File: src/rtl/alu_pkg.sv
// Shared constants and types for the ALU issue controller.
// Holds ALU control codes, RV32I opcode/funct fields and FSM states.
package alu_pkg;

    localparam int DATA_W = 32;

    typedef logic [3:0] alu_ctrl_t;

    localparam alu_ctrl_t ALU_ADD = 4'b0000;
    localparam alu_ctrl_t ALU_SUB = 4'b0001;
    localparam alu_ctrl_t ALU_AND = 4'b0010;
    localparam alu_ctrl_t ALU_OR  = 4'b0011;
    localparam alu_ctrl_t ALU_XOR = 4'b0100;
    localparam alu_ctrl_t ALU_SLL = 4'b1000;
    localparam alu_ctrl_t ALU_SRL = 4'b1001;
    localparam alu_ctrl_t ALU_SRA = 4'b1010;

    localparam logic [6:0] OPC_OP    = 7'b0110011;
    localparam logic [6:0] OPC_OPIMM = 7'b0010011;

    localparam logic [6:0] F7_BASE = 7'b0000000;
    localparam logic [6:0] F7_ALT  = 7'b0100000;

    localparam logic [2:0] F3_ADD  = 3'b000;
    localparam logic [2:0] F3_SLL  = 3'b001;
    localparam logic [2:0] F3_SLT  = 3'b010;
    localparam logic [2:0] F3_SLTU = 3'b011;
    localparam logic [2:0] F3_XOR  = 3'b100;
    localparam logic [2:0] F3_SRL  = 3'b101;
    localparam logic [2:0] F3_OR   = 3'b110;
    localparam logic [2:0] F3_AND  = 3'b111;

    typedef enum logic [1:0] {
        S_IDLE,
        S_EXEC,
        S_CMP,
        S_DONE
    } state_t;

endpackage

File: src/rtl/alu_issue_ctrl_if.sv
// Issue/result handshake bundle plus the ALU-facing signals.
// slave: the controller side; master: issuer, ALU and writeback side.
interface alu_issue_ctrl_if;
    import alu_pkg::*;

    logic              in_valid;
    logic              in_ready;
    logic [6:0]        opcode;
    logic [2:0]        funct3;
    logic [6:0]        funct7;
    logic [DATA_W-1:0] op_a;
    logic [DATA_W-1:0] op_b;
    logic [DATA_W-1:0] alu_op1;
    logic [DATA_W-1:0] alu_op2;
    alu_ctrl_t         alu_ctrl;
    logic [DATA_W-1:0] alu_res;
    logic              out_valid;
    logic              out_ready;
    logic [DATA_W-1:0] result;
    logic              illegal;

    modport slave (
        input  in_valid, opcode, funct3, funct7,
        input  op_a, op_b, alu_res, out_ready,
        output in_ready, alu_op1, alu_op2, alu_ctrl,
        output out_valid, result, illegal
    );

    modport master (
        output in_valid, opcode, funct3, funct7,
        output op_a, op_b, alu_res, out_ready,
        input  in_ready, alu_op1, alu_op2, alu_ctrl,
        input  out_valid, result, illegal
    );

endinterface

File: src/rtl/alu_op_decoder.sv
// Combinational RV32I OP/OP-IMM decoder to ALU control code and flags.
// Ports: i_opcode/i_funct3/i_funct7 in; o_ctrl, o_is_slt, o_is_sltu, o_is_shift, o_illegal out.
module alu_op_decoder
    import alu_pkg::*;
(
    input  logic [6:0] i_opcode,
    input  logic [2:0] i_funct3,
    input  logic [6:0] i_funct7,
    output alu_ctrl_t  o_ctrl,
    output logic       o_is_slt,
    output logic       o_is_sltu,
    output logic       o_is_shift,
    output logic       o_illegal
);

    logic w_op;
    logic w_imm;
    logic w_f7_base;
    logic w_f7_alt;

    assign w_op      = (i_opcode == OPC_OP);
    assign w_imm     = (i_opcode == OPC_OPIMM);
    assign w_f7_base = (i_funct7 == F7_BASE);
    assign w_f7_alt  = (i_funct7 == F7_ALT);

    always_comb begin
        o_ctrl     = ALU_ADD;
        o_is_slt   = 1'b0;
        o_is_sltu  = 1'b0;
        o_is_shift = 1'b0;
        unique case (i_funct3)
            F3_ADD: begin
                // OP-IMM has no SUBI: funct7 there is immediate bits
                o_ctrl = (w_op && w_f7_alt) ? ALU_SUB : ALU_ADD;
            end
            F3_SLL: begin
                o_ctrl     = ALU_SLL;
                o_is_shift = 1'b1;
            end
            F3_SLT: begin
                o_ctrl   = ALU_SUB;
                o_is_slt = 1'b1;
            end
            F3_SLTU: begin
                o_ctrl    = ALU_SUB;
                o_is_sltu = 1'b1;
            end
            F3_XOR: o_ctrl = ALU_XOR;
            F3_SRL: begin
                o_ctrl     = w_f7_alt ? ALU_SRA : ALU_SRL;
                o_is_shift = 1'b1;
            end
            F3_OR:  o_ctrl = ALU_OR;
            F3_AND: o_ctrl = ALU_AND;
            default: o_ctrl = ALU_ADD;
        endcase
    end

    always_comb begin
        o_illegal = 1'b1;
        unique case (1'b1)
            w_op: begin
                o_illegal = !(w_f7_base ||
                    (w_f7_alt && (i_funct3 == F3_ADD ||
                                  i_funct3 == F3_SRL)));
            end
            w_imm: begin
                o_illegal =
                    (i_funct3 == F3_SLL && !w_f7_base) ||
                    (i_funct3 == F3_SRL && !w_f7_base && !w_f7_alt);
            end
            default: o_illegal = 1'b1;
        endcase
    end

endmodule

File: src/rtl/alu_issue_ctrl.sv
// Issues one decoded RV32I integer op to the external ALU and returns the result.
// Ports: clk, rst_n (async low), bus (alu_issue_ctrl_if.slave: in/out handshakes, ALU signals).
module alu_issue_ctrl
    import alu_pkg::*;
#(
    parameter int XLEN    = 32,
    parameter int SHAMT_W = 5
) (
    input  logic             clk,
    input  logic             rst_n,
    alu_issue_ctrl_if.slave  bus
);

    state_t          r_state;
    state_t          w_next;
    logic            w_in_ready;
    logic            w_out_valid;
    logic            w_accept;

    logic [XLEN-1:0] r_op1;
    logic [XLEN-1:0] r_op2;
    alu_ctrl_t       r_ctrl;
    logic            r_slt;
    logic            r_sltu;
    logic [XLEN-1:0] r_diff;
    logic [XLEN-1:0] r_result;
    logic            r_illegal;

    alu_ctrl_t       w_dec_ctrl;
    logic            w_dec_slt;
    logic            w_dec_sltu;
    logic            w_dec_shift;
    logic            w_dec_ill;
    logic [XLEN-1:0] w_op2;
    logic            w_ovf;
    logic            w_lt;

    alu_op_decoder u_dec (
        .i_opcode   (bus.opcode),
        .i_funct3   (bus.funct3),
        .i_funct7   (bus.funct7),
        .o_ctrl     (w_dec_ctrl),
        .o_is_slt   (w_dec_slt),
        .o_is_sltu  (w_dec_sltu),
        .o_is_shift (w_dec_shift),
        .o_illegal  (w_dec_ill)
    );

    assign w_accept = (r_state == S_IDLE) && bus.in_valid;

    assign w_op2 = w_dec_shift
        ? {{(XLEN-SHAMT_W){1'b0}}, bus.op_b[SHAMT_W-1:0]}
        : bus.op_b;

    // Sign compare from a-b: overflow flips the sign bit of d.
    // Unsigned compare: differing MSBs decide directly, else borrow = d[31].
    assign w_ovf = (r_op1[XLEN-1] != r_op2[XLEN-1]) &&
                   (r_diff[XLEN-1] != r_op1[XLEN-1]);
    assign w_lt  = r_slt
        ? (r_diff[XLEN-1] ^ w_ovf)
        : ((r_op1[XLEN-1] != r_op2[XLEN-1])
            ? r_op2[XLEN-1] : r_diff[XLEN-1]);

    always_ff @(posedge clk or negedge rst_n) begin
        if (!rst_n) begin
            r_state <= S_IDLE;
        end else begin
            r_state <= w_next;
        end
    end

    always_comb begin
        w_next      = r_state;
        w_in_ready  = 1'b0;
        w_out_valid = 1'b0;
        unique case (r_state)
            S_IDLE: begin
                w_in_ready = 1'b1;
                if (bus.in_valid) begin
                    w_next = w_dec_ill ? S_DONE : S_EXEC;
                end
            end
            S_EXEC: begin
                w_next = (r_slt || r_sltu) ? S_CMP : S_DONE;
            end
            S_CMP: begin
                w_next = S_DONE;
            end
            S_DONE: begin
                w_out_valid = 1'b1;
                if (bus.out_ready) begin
                    w_next = S_IDLE;
                end
            end
            default: w_next = S_IDLE;
        endcase
    end

    always_ff @(posedge clk or negedge rst_n) begin
        if (!rst_n) begin
            r_op1     <= '0;
            r_op2     <= '0;
            r_ctrl    <= ALU_ADD;
            r_slt     <= 1'b0;
            r_sltu    <= 1'b0;
            r_diff    <= '0;
            r_result  <= '0;
            r_illegal <= 1'b0;
        end else begin
            if (w_accept) begin
                r_illegal <= w_dec_ill;
                if (w_dec_ill) begin
                    r_result <= '0;
                end else begin
                    // ALU inputs only move on a legal accept
                    r_op1  <= bus.op_a;
                    r_op2  <= w_op2;
                    r_ctrl <= w_dec_ctrl;
                    r_slt  <= w_dec_slt;
                    r_sltu <= w_dec_sltu;
                end
            end
            if (r_state == S_EXEC) begin
                if (r_slt || r_sltu) begin
                    r_diff <= bus.alu_res;
                end else begin
                    r_result <= bus.alu_res;
                end
            end
            if (r_state == S_CMP) begin
                r_result <= {{(XLEN-1){1'b0}}, w_lt};
            end
        end
    end

    assign bus.in_ready  = w_in_ready;
    assign bus.out_valid = w_out_valid;
    assign bus.alu_op1   = r_op1;
    assign bus.alu_op2   = r_op2;
    assign bus.alu_ctrl  = r_ctrl;
    assign bus.result    = r_result;
    assign bus.illegal   = r_illegal;

endmodule

File: src/flat_wrapper.sv
// flat-port wrapper written by rule: the top's interface ports become plain ports
module alu_issue_ctrl_flat import alu_pkg::*;
#(
    parameter int XLEN    = 32,
    parameter int SHAMT_W = 5
)
  (clk, rst_n, bus_in_valid, bus_opcode, bus_funct3, bus_funct7, bus_op_a, bus_op_b, bus_alu_res, bus_out_ready, bus_in_ready, bus_alu_op1, bus_alu_op2, bus_alu_ctrl, bus_out_valid, bus_result, bus_illegal);
  alu_issue_ctrl_if bus_i ();
  input  logic clk;
  input  logic rst_n;
  input wire logic [$bits(bus_i.in_valid)-1:0] bus_in_valid;
  input wire logic [$bits(bus_i.opcode)-1:0] bus_opcode;
  input wire logic [$bits(bus_i.funct3)-1:0] bus_funct3;
  input wire logic [$bits(bus_i.funct7)-1:0] bus_funct7;
  input wire logic [$bits(bus_i.op_a)-1:0] bus_op_a;
  input wire logic [$bits(bus_i.op_b)-1:0] bus_op_b;
  input wire logic [$bits(bus_i.alu_res)-1:0] bus_alu_res;
  input wire logic [$bits(bus_i.out_ready)-1:0] bus_out_ready;
  output wire logic [$bits(bus_i.in_ready)-1:0] bus_in_ready;
  output wire logic [$bits(bus_i.alu_op1)-1:0] bus_alu_op1;
  output wire logic [$bits(bus_i.alu_op2)-1:0] bus_alu_op2;
  output wire logic [$bits(bus_i.alu_ctrl)-1:0] bus_alu_ctrl;
  output wire logic [$bits(bus_i.out_valid)-1:0] bus_out_valid;
  output wire logic [$bits(bus_i.result)-1:0] bus_result;
  output wire logic [$bits(bus_i.illegal)-1:0] bus_illegal;
  assign bus_i.in_valid = bus_in_valid;
  assign bus_i.opcode = bus_opcode;
  assign bus_i.funct3 = bus_funct3;
  assign bus_i.funct7 = bus_funct7;
  assign bus_i.op_a = bus_op_a;
  assign bus_i.op_b = bus_op_b;
  assign bus_i.alu_res = bus_alu_res;
  assign bus_i.out_ready = bus_out_ready;
  assign bus_in_ready = bus_i.in_ready;
  assign bus_alu_op1 = bus_i.alu_op1;
  assign bus_alu_op2 = bus_i.alu_op2;
  assign bus_alu_ctrl = bus_i.alu_ctrl;
  assign bus_out_valid = bus_i.out_valid;
  assign bus_result = bus_i.result;
  assign bus_illegal = bus_i.illegal;
  alu_issue_ctrl #(.XLEN(XLEN), .SHAMT_W(SHAMT_W)) u_core (.clk(clk), .rst_n(rst_n), .bus(bus_i));
endmodule
File: config.mk
export PLATFORM = sky130hd
export DESIGN_NAME = alu_issue_ctrl_flat
export DESIGN_NICKNAME = d
export VERILOG_FILES = /design/src/rtl/alu_pkg.sv /design/src/rtl/alu_issue_ctrl_if.sv /design/src/rtl/alu_op_decoder.sv /design/src/rtl/alu_issue_ctrl.sv /design/src/flat_wrapper.sv
export SDC_FILE = /design/constraint.sdc
export NUM_CORES = 1
export LEC_CHECK = 0
export CORE_ASPECT_RATIO = 0.7
export CORE_UTILIZATION = 45
export DETAILED_ROUTE_END_ITERATION = 10
export PLACE_DENSITY = 0.86
export SYNTH_ARGS = -nofsm -noshare
export SYNTH_HDL_FRONTEND = slang
export SYNTH_HIERARCHICAL = 1
export SYNTH_SLANG_ARGS = --single-unit
File: constraint.sdc
create_clock -name clk -period 2.8 [get_ports clk]
set_clock_uncertainty 0.05 [all_clocks]
set_input_delay 0.84 -clock clk [delete_from_list [all_inputs] [get_ports clk]]
set_output_delay 0.84 -clock clk [all_outputs]
set_load 0.02 [all_outputs]
Yosys cells after proc, flatten, opt, wreduce, memory -nomap -nowiden. Cells that the tools add are included.

Memories: 0. Logic and storage cells: 72. Output and inout port bits: 103. Latch bits: 0. Register bits after elaboration: 137. ROM bits: 0. RAM bits: 0.

Magnitude comparators: 0. Muxes and demuxes: 22. Reductions and logical operators: 22. Div/mod/pow operators: 0. Bitwise logic cells: 2. Add/sub/neg operators: 0. Shift operators: 0. Equal/unequal tests: 17. $mul: 0.

Operators by type and width (count): $mux 32 (6); $pmux 4 s7 (1); $eq 7x6->1 const B (2); $eq 3x3->1 const B (4); $mux 1 (9); $mux 2 (4); $pmux 2 s4 (1); $eq 7x5->1 const B (1); $logic_and 1x1->1 (7); $logic_not 7->1 (1); $eq 3x2->1 const B (2); $reduce_and 2->1 (3); $eq 2x2->1 const B (2); $logic_or 1x1->1 (4); $ne 2x2->1 const B (2); $reduce_or 2->1 (2); $eq 3x1->1 const B (1); $logic_not 1->1 (3); $logic_not 3->1 (1); $eq 2x1->1 const B (1); $logic_not 2->1 (1); $ne 1x1->1 (2); $pmux 1 s2 (1); $not 1->1 (1); $xor 1x1->1 (1).

Longest topological paths before layout. Gate-level depths: netlist of the first run.

Word-level depth: 11. Gate-level depth with buffers: 9. Mapped depth without buffers: 6.

Modules after synthesis. Netlist of the first run, hierarchy kept.

Modules (own cells, without submodules): alu_issue_ctrl (instances 1, cells each 382, seq. area each 2652.5 um^2, area each 4645.7 um^2); alu_op_decoder (instances 1, cells each 24, seq. area each 0.0 um^2, area each 173.9 um^2).

Worst setup path before layout of the first run. No wires, ideal clock.

Kind: input port to flip-flop. Start point: input port bus_funct3[1]. End point: register u_core.r_op1[18] (netlist: u_core/bus.alu_op1[18]). Data arrival time: 2305 ps. Setup time: 125 ps. Required time: 2625 ps. Cell stages on the path: 7. Setup slack: 321 ps. Buffers on the path: 2. Cell sequence: clkbuf_1 > nor2b_2 > o21ai_0 > o211ai_1 > nand3b_4 > buf_2 > mux2_2.

Word-level cells in the longest chain between the ends: 8. Elaborated cells on any way between the ends: 14.

RTL lines: start: declaration (RTL line flat_wrapper.sv:13) `input wire logic [$bits(bus_i.funct3)-1:0] bus_funct3;`; $eq 3x3->1 / $logic_not 3->1 (equally long branches) (RTL line alu_op_decoder.sv:65, alu_op_decoder.sv:70, alu_op_decoder.sv:64); $logic_or 1x1->1 (RTL line alu_op_decoder.sv:64) `(w_f7_alt && (i_funct3 == F3_ADD ||`; $logic_and 1x1->1 (RTL line alu_op_decoder.sv:64); $logic_or 1x1->1 (RTL line alu_op_decoder.sv:63) `o_illegal = !(w_f7_base ||`; $logic_not 1->1 (RTL line alu_op_decoder.sv:63); $pmux 1 s2 (*) (RTL line alu_op_decoder.sv:61) `unique case (1'b1)`; via u_core.w_dec_ill (RTL line alu_issue_ctrl.sv:33) `logic w_dec_ill;`; $not 1->1 (no source line) (*); $reduce_and 2->1 (no source line) (*); end signal: assignment (RTL line alu_issue_ctrl.sv:116) `r_op1 <= bus.op_a;`; end: declaration (RTL line alu_issue_ctrl.sv:20) `logic [XLEN-1:0] r_op1;`.

The timed path passes the listed nets; every way through them passes the cells marked *. A chain may end at the register's enable or synchronous reset.

Final worst setup path of the first run.
Start point: input port bus_opcode[6]. End point: register u_core.r_op2[9] (netlist: u_core/bus.alu_op2[9]).

Word-level cells in the longest chain between the ends: 4. Elaborated cells on any way between the ends: 5.

RTL lines: start: declaration (RTL line flat_wrapper.sv:12) `input wire logic [$bits(bus_i.opcode)-1:0] bus_opcode;`; $eq 7x5->1 / $eq 7x6->1 (equally long branches) (RTL line alu_op_decoder.sv:22, alu_op_decoder.sv:21); $pmux 1 s2 (*) (RTL line alu_op_decoder.sv:61); via u_core.w_dec_ill (RTL line alu_issue_ctrl.sv:33); $not 1->1 (no source line) (*); $reduce_and 2->1 (no source line) (*); end signal: assignment (RTL line alu_issue_ctrl.sv:117) `r_op2 <= w_op2;`; end: declaration (RTL line alu_issue_ctrl.sv:21) `logic [XLEN-1:0] r_op2;`.

Marked as above.

==> impl_metrics.env, run 1 <==
export IMPL_layout_cells_most_common="clkdlybuf4s50_1"
export IMPL_core_um2=10400
export IMPL_status="finished, violations left"
export IMPL_setup_violations_final=0
export IMPL_cts_sink_count=106
export IMPL_whs_endpoint="u_core/bus.illegal$_DFFE_PN0N_"
export IMPL_cts_root_buf="clkbuf_16"
export IMPL_synth_seq_cells=106
export IMPL_clockBufferDepth=2
export IMPL_final_hold_violation_count=0
export IMPL_cts_tree="yes"
export IMPL_critical_path_buf_inv_count=3
export IMPL_fin_crit_sh_pct=93.37
export IMPL_max_freq_mhz=382.5
export IMPL_drtIter0Drc=164
export IMPL_grt_pass1_vias=4007
export IMPL_avgSynthCellArea_um2=11.87
export IMPL_slowest_stage="nor4b_1"
export IMPL_whs_ns=0.4319
export IMPL_dieHeight_um=88.59
export IMPL_synth_area_um2=4820
export IMPL_drv_cap=0
export IMPL_start_util_pct=46.36
export IMPL_period_minus_slack_ns=2.614
export IMPL_path_clk_slew_ns=0.07
export IMPL_routed_via_density=5.061
export IMPL_grt_first_pass_wirelength_um=20420
export IMPL_overflow=0
export IMPL_gr_usage_all_layers_pct=23.80
export IMPL_firstDrtPassIters=7
export IMPL_numCtsBuffers=9
export IMPL_worst_pin_slew_ns=1.049
export IMPL_antenna_found_initial=0
export IMPL_r2r_slack_ns=0.68
export IMPL_die_area_um2=11130
export IMPL_synthDistinctLibCells=37
export IMPL_final_layout_size_suffix_gt1_share_pct=22.64
export IMPL_crit_family="simple AND/OR/NAND/NOR gates"
export IMPL_hpwlAfterDp_um=9520
export IMPL_ir_worst_vdd_mv=0.3887
export IMPL_cp_arrival_ns=2.78
export IMPL_dp_cells=753
export IMPL_synth_cells=406
export IMPL_post_place_ws_ns=-0.1456
export IMPL_final_util_pct=72.88
export IMPL_ys_seq_area_share_pct=55.04
export IMPL_clock_latency_ns=0.34
export IMPL_ctsHoldBuffers=0
export IMPL_power_leakage_uw=0.003281
export IMPL_hp_start="u_core/bus.illegal$_DFFE_PN0N_"
export IMPL_gp_congestion=0.8084
export IMPL_rsz0062_at_grt="no"
export IMPL_hold_path_cell_count=2
export IMPL_path_class="input port to flip-flop"
export IMPL_fin_nets=754
export IMPL_wl_per_cell_um=16.65
export IMPL_wirelength_um=12790
export IMPL_antenna_cells=0
export IMPL_cp_end_kind="flip-flop"
export IMPL_num_io_pins=220
export IMPL_setup_worst_path_start_class="input port"
export IMPL_reg2reg_depth=5
export IMPL_ant_nets=0
export IMPL_yosysWarnings=6
export IMPL_area_growth_pct=57.19
export IMPL_htreeDepth=3
export IMPL_powerDensity_nw_per_um2=741.8
export IMPL_crit_chain="clkdlybuf4s50_1 > nor4b_1 > and3_1 > o211ai_1 > nand3b_4 > buf_12 > buf_4 > nand2_1 > o21ai_0"
export IMPL_min_delay_path_class="flip-flop to flip-flop"
export IMPL_setup_slack_ns=0.1856
export IMPL_drv_slew=0
export IMPL_slowest_delay_ns=0.41
export IMPL_grt_start_max_net_pins=50
export IMPL_rows=31
export IMPL_rr_endpoint="u_core/bus.result[10]$_DFF_PN0_"
export IMPL_r2r_start="u_core/r_state[1]$_DFFE_PN0P_"
export IMPL_finalNonFillerCells=768
export IMPL_relSlewSlack_pct=30.09
export IMPL_final_cell_mix="clkdlybuf4s50_1, dfrtp_1, nand2_1"
export IMPL_crit_fanout=49
export IMPL_portBuffers=219
export IMPL_post_route_drc_count=1
export IMPL_syn_nets=528
export IMPL_required_ns=2.96
export IMPL_fp_dieW_um=125.7
export IMPL_violations="DRC"
export IMPL_num_vias=3887
==> power breakdown <==
| part | switching (uW) | internal (uW) |
|---|---|---|
| Combinational | 1230 | 1050 |
| Clock | 543 | 778 |
| Sequential | 211 | 1820 |
==> worst max-delay path by stage <==
stage | from | to | slack, ns | depth (start not counted)
final | bus_opcode[6] | u_core/bus.alu_op2[9]$_DFFE_PN0P_ | 0.19 | 9
after CTS | bus_opcode[6] | u_core/bus.alu_op1[15]$_DFFE_PN0P_ | 0.21 | 7
after global routing | bus_opcode[3] | u_core/bus.alu_op2[18]$_DFFE_PN0P_ | 0.02 | 8
after global placement | bus_opcode[5] | u_core/bus.alu_op1[13]$_DFFE_PN0P_ | -0.08 | 7
after detailed placement | bus_opcode[6] | u_core/bus.alu_op1[15]$_DFFE_PN0P_ | -0.15 | 7
after floorplan | bus_funct3[1] | u_core/bus.alu_op1[18]$_DFFE_PN0P_ | 0.32 | 7
==> stage by stage <==
stage | TNS (ns) | area, um^2 | total power [uW]
floorplan | 0 | 4820 | 3337
global placement | -3.342 | 7268 | 4260
detailed placement | -7.996 | 7268 | 4340
CTS | 0 | 7576 | 5668
global route | 0 | 7576 | 5892
finish | 0 | 7576 | 5620
==> worst min-delay path: cells and delay by family, from the launching register on <==
| kind | cells | cell delay (ns) |
|---|---|---|
| flops | 1 | 0.35 |
| simple gates | 2 | 0.10 |
==> kinds of logic after synthesis <==
logic type / share of synthesized area, %
AND/OR/NAND/NOR: 18.72
flip-flops: 55.04
AO/OA/AOI/OAI: 10.75
multiplexers: 10.49
buffers and inverters: 3.712
adder cells (fa/ha/maj): 1.298
==> cells in the mapped netlist, drive strengths merged <==
| cell | n | area, um^2 |
|---|---|---|
| dfrtp | 106 | 2653 |
| nand2 | 64 | 240.2 |
| mux2 | 44 | 495.5 |
| nand3 | 34 | 320.3 |
| a21oi | 33 | 274.0 |
| o21ai | 31 | 155.2 |
| nand2b | 28 | 175.2 |
| buf | 18 | 133.9 |
| clkbuf | 9 | 33.78 |
| nor2b | 6 | 40.04 |
| ha | 5 | 62.56 |
| nor3b | 4 | 35.03 |
| inv | 3 | 11.26 |
| a211o | 2 | 17.52 |
| nor2 | 2 | 7.510 |
| o211ai | 2 | 15.01 |
| or3b | 2 | 20.02 |
| a31oi | 1 | 6.260 |
| a32oi | 1 | 8.760 |
| and3 | 1 | 6.260 |
| and3b | 1 | 10.01 |
| mux2i | 1 | 10.01 |
| nand3b | 1 | 20.02 |
| nor4 | 1 | 12.51 |
| nor4b | 1 | 8.760 |
| o2bb2ai | 1 | 8.760 |
| o311ai | 1 | 16.27 |
| o31ai | 1 | 7.510 |
| o41ai | 1 | 8.760 |
| or2 | 1 | 6.260 |
==> layout make-up <==
class                           instances  area (um^2)
Sequential cell                       106         2653
Clock buffer                           10        229.0
Inverter                                3        11.26
Fill cell                             721         2819
Clock inverter                          5        80.08
Multi-Input combinational cell        270         2002
Tap cell                              132        165.2
Timing Repair Buffer                  242         2436
==> flip-flops by register name, indices dropped and copies added, names as in the netlist <==
signal and count:
u_core/bus.illegal 1, u_core/bus.alu_op2 32, u_core/bus.alu_ctrl 4, u_core/r_slt 1, u_core/bus.alu_op1 32, u_core/r_state 2, u_core/r_diff 1, u_core/r_sltu 1
u_core/bus.result 32
==> repair_timing <==
action / in CTS / in global routing
buffers inserted: 0 / 0
setup endpoints to repair: 1 / 0
gates resized for setup: 1 / 0
==> routing by layer <==
metal / vias up / GRT usage, % / wire [um]
met3: 14 / 8.767 / 1047
met1: 1884 / 28.97 / 5315
met2: 153 / 40.40 / 6272
li1: 1836 / - / -
met5: - / 0 / 0
met4: 0 / 6.652 / 150
(Power assumes the default switching activity.)
==> inputs of run 2 (changes only) <==
--- a/config.mk
+++ b/config.mk
@@ -9,6 +9,7 @@
 export CORE_UTILIZATION = 45
 export DETAILED_ROUTE_END_ITERATION = 10
 export PLACE_DENSITY = 0.86
+export RECOVER_POWER = 25
 export SYNTH_ARGS = -nofsm -noshare
 export SYNTH_HDL_FRONTEND = slang
 export SYNTH_HIERARCHICAL = 1
==> impl_metrics.env, run 2 (synthesis results as in run 1) <==
export IMPL_wl_per_cell_um=16.69
export IMPL_cts_setup_buffers=0
export IMPL_reg2reg_depth=5
export IMPL_whs_ns=0.4272
export IMPL_num_io_pins=220
export IMPL_wirelength_um=12820
export IMPL_max_freq_mhz=381.1
export IMPL_r2r_start="u_core/r_state[1]$_DFFE_PN0P_"
export IMPL_whs_endpoint="u_core/bus.illegal$_DFFE_PN0N_"
export IMPL_ant_nets=0
export IMPL_slowest_stage="nor4b_1"
export IMPL_fin_crit_sh_pct=93.70
export IMPL_area_growth_pct=56.98
export IMPL_core_um2=10400
export IMPL_cp_end_kind="flip-flop"
export IMPL_dieHeight_um=88.59
export IMPL_die_area_um2=11130
export IMPL_firstDrtPassIters=7
export IMPL_htreeDepth=3
export IMPL_globalRouteMet3Util_pct=8.767
export IMPL_final_hold_violation_count=0
export IMPL_fin_nets=754
export IMPL_cts_tree="yes"
export IMPL_path_clk_slew_ns=0.07
export IMPL_numCtsBuffers=9
export IMPL_dp_cells=753
export IMPL_use_met1_pct=28.97
export IMPL_routed_via_density=5.074
export IMPL_fp_dieW_um=125.7
export IMPL_cts_root_buf="clkbuf_16"
export IMPL_grt_start_max_net_pins=50
export IMPL_start_util_pct=46.36
export IMPL_antenna_found_initial=0
export IMPL_layout_cells_most_common="clkdlybuf4s50_1"
export IMPL_drv_slew=0
export IMPL_grt_first_pass_wirelength_um=20420
export IMPL_finalNonFillerCells=768
export IMPL_rsz0062_at_grt="no"
export IMPL_power_leakage_uw=0.003273
export IMPL_final_layout_size_suffix_gt1_share_pct=22.33
export IMPL_startpoint="bus_opcode[6]"
export IMPL_required_ns=3.00
export IMPL_ctsResizeCount=1
export IMPL_post_route_drc_count=1
export IMPL_crit_chain="clkdlybuf4s50_1 > nor4b_1 > and3_1 > o211ai_1 > nand3b_4 > buf_12 > buf_4 > o21ai_0"
export IMPL_ctsHoldBuffers=0
export IMPL_setup_worst_path_start_class="input port"
export IMPL_path_class="input port to flip-flop"
export IMPL_slowest_delay_ns=0.41
export IMPL_overflow=0
export IMPL_grt_pass1_vias=4007
export IMPL_hold_path_cell_count=2
export IMPL_antenna_cells=0
export IMPL_relSlewSlack_pct=24.20
export IMPL_rows=31
export IMPL_clock_latency_ns=0.34
export IMPL_hp_start="u_core/bus.illegal$_DFFE_PN0N_"
export IMPL_status="finished, violations left"
export IMPL_portBuffers=219
export IMPL_met2_usage_pct=40.40
export IMPL_clockBufferDepth=2
export IMPL_period_minus_slack_ns=2.624
export IMPL_drv_cap=0
export IMPL_crit_fanout=49
export IMPL_gr_usage_all_layers_pct=23.80
export IMPL_worst_pin_slew_ns=1.137
export IMPL_rr_endpoint="u_core/bus.result[31]$_DFF_PN0_"
export IMPL_drtIter0Drc=173
export IMPL_powerDensity_nw_per_um2=742.5
export IMPL_hpwlAfterDp_um=9520
export IMPL_final_cell_mix="clkdlybuf4s50_1, dfrtp_1, nand2_1"
export IMPL_ir_worst_vdd_mv=0.3887
export IMPL_cts_sink_count=106
export IMPL_violations="DRC"
export IMPL_min_delay_path_class="flip-flop to flip-flop"
export IMPL_cp_arrival_ns=2.82
export IMPL_setup_violations_final=0
export IMPL_total_power_uw=5618
export IMPL_num_vias=3897
export IMPL_gp_congestion=0.8084
export IMPL_r2r_slack_ns=0.69
export IMPL_grt_most_used_layer="met2"
-- run 2: worst max-delay path by stage --
stage	endpoint	cells after the start	slack, ns
4_1_cts	u_core/bus.alu_op1[15]$_DFFE_PN0P_	7	0.21
5_1_grt	u_core/bus.alu_op2[18]$_DFFE_PN0P_	8	0.02
6_report	u_core/bus.alu_op2[12]$_DFFE_PN0P_	8	0.18
3_5_place_dp	u_core/bus.alu_op1[15]$_DFFE_PN0P_	7	-0.15
3_3_place_gp	u_core/bus.alu_op1[13]$_DFFE_PN0P_	7	-0.08
2_1_floorplan	u_core/bus.alu_op1[18]$_DFFE_PN0P_	7	0.32
-- run 2: cell type report --
cell class                 instances  area, um^2
fill                             719        2829
sequential                       106        2653
timing repair buffer             242        2426
multi-input combinational        270        2002
clock buffer                      10       229.0
tap                              132       165.2
clock inverter                     5       80.08
inverter                           3       11.26
-- run 2: power by group --
group	internal, uW	total, uW	switching, uW
logic	1040	2270	1230
clock network	778	1320	543
registers	1820	2030	211
total	3640	5620	1980
-- run 2: layer usage --
| metal | part of all wire (%) | wire length [um] | up-vias |
|---|---|---|---|
| li1 | - | - | 1837 |
| met1 | 41 | 5297 | 1891 |
| met2 | 49 | 6327 | 155 |
| met3 | 8.1 | 1043 | 14 |
| met4 | 1.2 | 148 | 0 |
| met5 | 0 | 0 | - |
-- run 2: through the flow --
step | setup slack [ns] | utilization, % | TNS, ns | instance area [um^2]
after global routing | 0.01555 | 72.79 | 0 | 7566
after CTS | 0.2063 | 72.88 | 0 | 7576
after detailed placement | -0.1456 | 69.92 | -7.996 | 7268
final | 0.1764 | 72.79 | 0 | 7566
after global placement | -0.08299 | 69.92 | -3.342 | 7268
after floorplan | 0.3206 | - | 0 | 4820
-- run 2: critical path, delay by kind of cell --
family | cells | cell delay [ns]
compound gates | 2 | 0.33
simple gates | 3 | 0.84
buf+inv | 3 | 0.79
==> inputs of run 3 (changes only) <==
--- a/config.mk
+++ b/config.mk
@@ -6,8 +6,10 @@
 export NUM_CORES = 1
 export LEC_CHECK = 0
 export CORE_ASPECT_RATIO = 0.7
+export CORE_MARGIN = 2
 export CORE_UTILIZATION = 45
 export DETAILED_ROUTE_END_ITERATION = 10
+export MAX_ROUTING_LAYER = met4
 export PLACE_DENSITY = 0.86
 export RECOVER_POWER = 25
 export SYNTH_ARGS = -nofsm -noshare
==> constraint.sdc (replaced) <==
create_clock -name clk -period 2.8 [get_ports clk]
set_clock_uncertainty 0.05 [all_clocks]
set_input_delay 0.28 -clock clk [delete_from_list [all_inputs] [get_ports clk]]
set_output_delay 0.28 -clock clk [all_outputs]
set_load 0.02 [all_outputs]
==> impl_metrics.env, run 3 (synthesis results as in run 1) <==
export IMPL_crit_chain="clkdlybuf4s50_1 > nor4b_1 > and3_1 > o211ai_1 > nand3b_4 > buf_12 > buf_12 > o21ai_0"
export IMPL_min_delay_path_class="flip-flop to flip-flop"
export IMPL_cp_common_cell="buf_12"
export IMPL_ctsResizeCount=0
export IMPL_fin_crit_sh_pct=82.69
export IMPL_period_minus_slack_ns=2.315
export IMPL_htreeDepth=3
export IMPL_slowest_stage="nor4b_1"
export IMPL_clock_latency_ns=0.34
export IMPL_final_cell_mix="clkdlybuf4s50_1, dfrtp_1, nand2_1"
export IMPL_dieHeight_um=90.59
export IMPL_n_fill_cell=720
export IMPL_hpwlAfterDp_um=9598
export IMPL_gr_usage_all_layers_pct=23.48
export IMPL_area_growth_pct=55.40
export IMPL_start_util_pct=46.36
export IMPL_gp_congestion=0.8051
export IMPL_cp_arrival_ns=2.52
export IMPL_grt_start_max_net_pins=63
export IMPL_final_layout_size_suffix_gt1_share_pct=21.75
export IMPL_max_freq_mhz=431.9
export IMPL_cts_tree="yes"
export IMPL_path_class="input port to flip-flop"
export IMPL_antenna_found_initial=0
export IMPL_slowest_delay_ns=0.44
export IMPL_drv_slew=0
export IMPL_clockBufferDepth=2
export IMPL_wl_per_cell_um=17.30
export IMPL_firstDrtPassIters=4
export IMPL_status="completed"
export IMPL_numCtsBuffers=9
export IMPL_overflow=0
export IMPL_fin_nets=747
export IMPL_ant_nets=0
export IMPL_num_vias=3864
export IMPL_setup_worst_path_start_class="input port"
export IMPL_drtIter0Drc=221
export IMPL_relSlewSlack_pct=22.46
export IMPL_final_util_pct=72.05
export IMPL_final_seq_area_um2=2653
export IMPL_portBuffers=219
export IMPL_routed_via_density=5.071
export IMPL_ir_worst_vdd_mv=0.3874
export IMPL_grt_pass1_vias=4141
export IMPL_rows=31
export IMPL_cts_sink_count=106
export IMPL_post_route_drc_count=0
export IMPL_antenna_cells=0
export IMPL_die_area_um2=11570
export IMPL_drv_cap=0
export IMPL_layout_cells_most_common="clkdlybuf4s50_1"
export IMPL_cts_setup_buffers=0
export IMPL_wirelength_um=13180
export IMPL_fp_dieW_um=127.7
export IMPL_total_power_uw=5488
export IMPL_ctsHoldBuffers=1
export IMPL_setup_tns_ns=0
export IMPL_rsz0062_at_grt="no"
export IMPL_final_hold_violation_count=0
export IMPL_num_io_pins=220
export IMPL_cts_root_buf="clkbuf_16"
export IMPL_cp_end_kind="flip-flop"
export IMPL_core_um2=10400
export IMPL_startpoint="bus_opcode[6]"
export IMPL_multi_input_area_um2=2002
export IMPL_hp_start="u_core/bus.illegal$_DFFE_PN0N_"
export IMPL_worst_pin_slew_ns=1.163
export IMPL_powerDensity_nw_per_um2=732.8
export IMPL_power_leakage_uw=0.003238
export IMPL_setup_violations_final=0
export IMPL_required_ns=3.01
export IMPL_path_clk_slew_ns=0.08
export IMPL_r2r_start="u_core/r_state[1]$_DFFE_PN0P_"
export IMPL_crit_fanout=22
export IMPL_grt_first_pass_wirelength_um=21080
## run 3: area by class of cell
class	instances	area share [%]
Clock buffer	10	3.191
Clock inverter	6	0.6348
Inverter	3	0.1504
Multi-Input combinational cell	270	26.73
Sequential cell	106	35.42
Tap cell	132	2.205
Timing Repair Buffer	235	31.67
## run 3: power by group
part	switching (uW)	internal, uW
registers	211	1820
logic	1210	1020
clock network	589	638
total	2010	3480
## run 3: metrics by stage
step | hold slack [ns] | instance area (um^2) | setup WS [ns] | cells
6_report | 0.4321 | 7490 | 0.4847 | 762
5_1_grt | 0.4430 | 7490 | 0.3348 | 762
4_1_cts | 0.4290 | 7492 | 0.4602 | 762
3_5_place_dp | 0.2704 | 7196 | 0.1135 | 745
3_3_place_gp | 0.2560 | 7196 | 0.2119 | 745
2_1_floorplan | -0.06559 | 4820 | 0.8806 | 406
## run 3: layer usage
layer  vias up  part of all wire (%)  track usage (%)  wire length, um
li1       1825                     -                -                -
met1      1862                    42            28.49             5574
met3        14                   8.2            8.886             1078
met4         0                   1.3            4.212              165
met5         -                     0                -                0
met2       163                    48            38.10             6360
## run 3: critical path, delay by kind of cell
kind                   cells  cell delay, ns
AND/OR/NAND/NOR            3            1.05
buffers and inverters      3            0.81
AO/OA/AOI/OAI              2            0.36
## run 3: worst paths after layout
path / slack, ns / depth (start not counted) / end
max: 0.48 / 8 / u_core/bus.alu_op2[16]$_DFFE_PN0P_
min: 0.43 / 2 / u_core/bus.illegal$_DFFE_PN0N_
max reg2reg: 0.71 / 5 / u_core/bus.result[31]$_DFF_PN0_
min reg2reg: 0.43 / 2 / u_core/bus.illegal$_DFFE_PN0N_
max in group asynchronous: 1.08 / 3 / u_core/bus.result[8]$_DFF_PN0_
min in group asynchronous: 0.70 / 2 / u_core/bus.alu_op2[22]$_DFFE_PN0P_
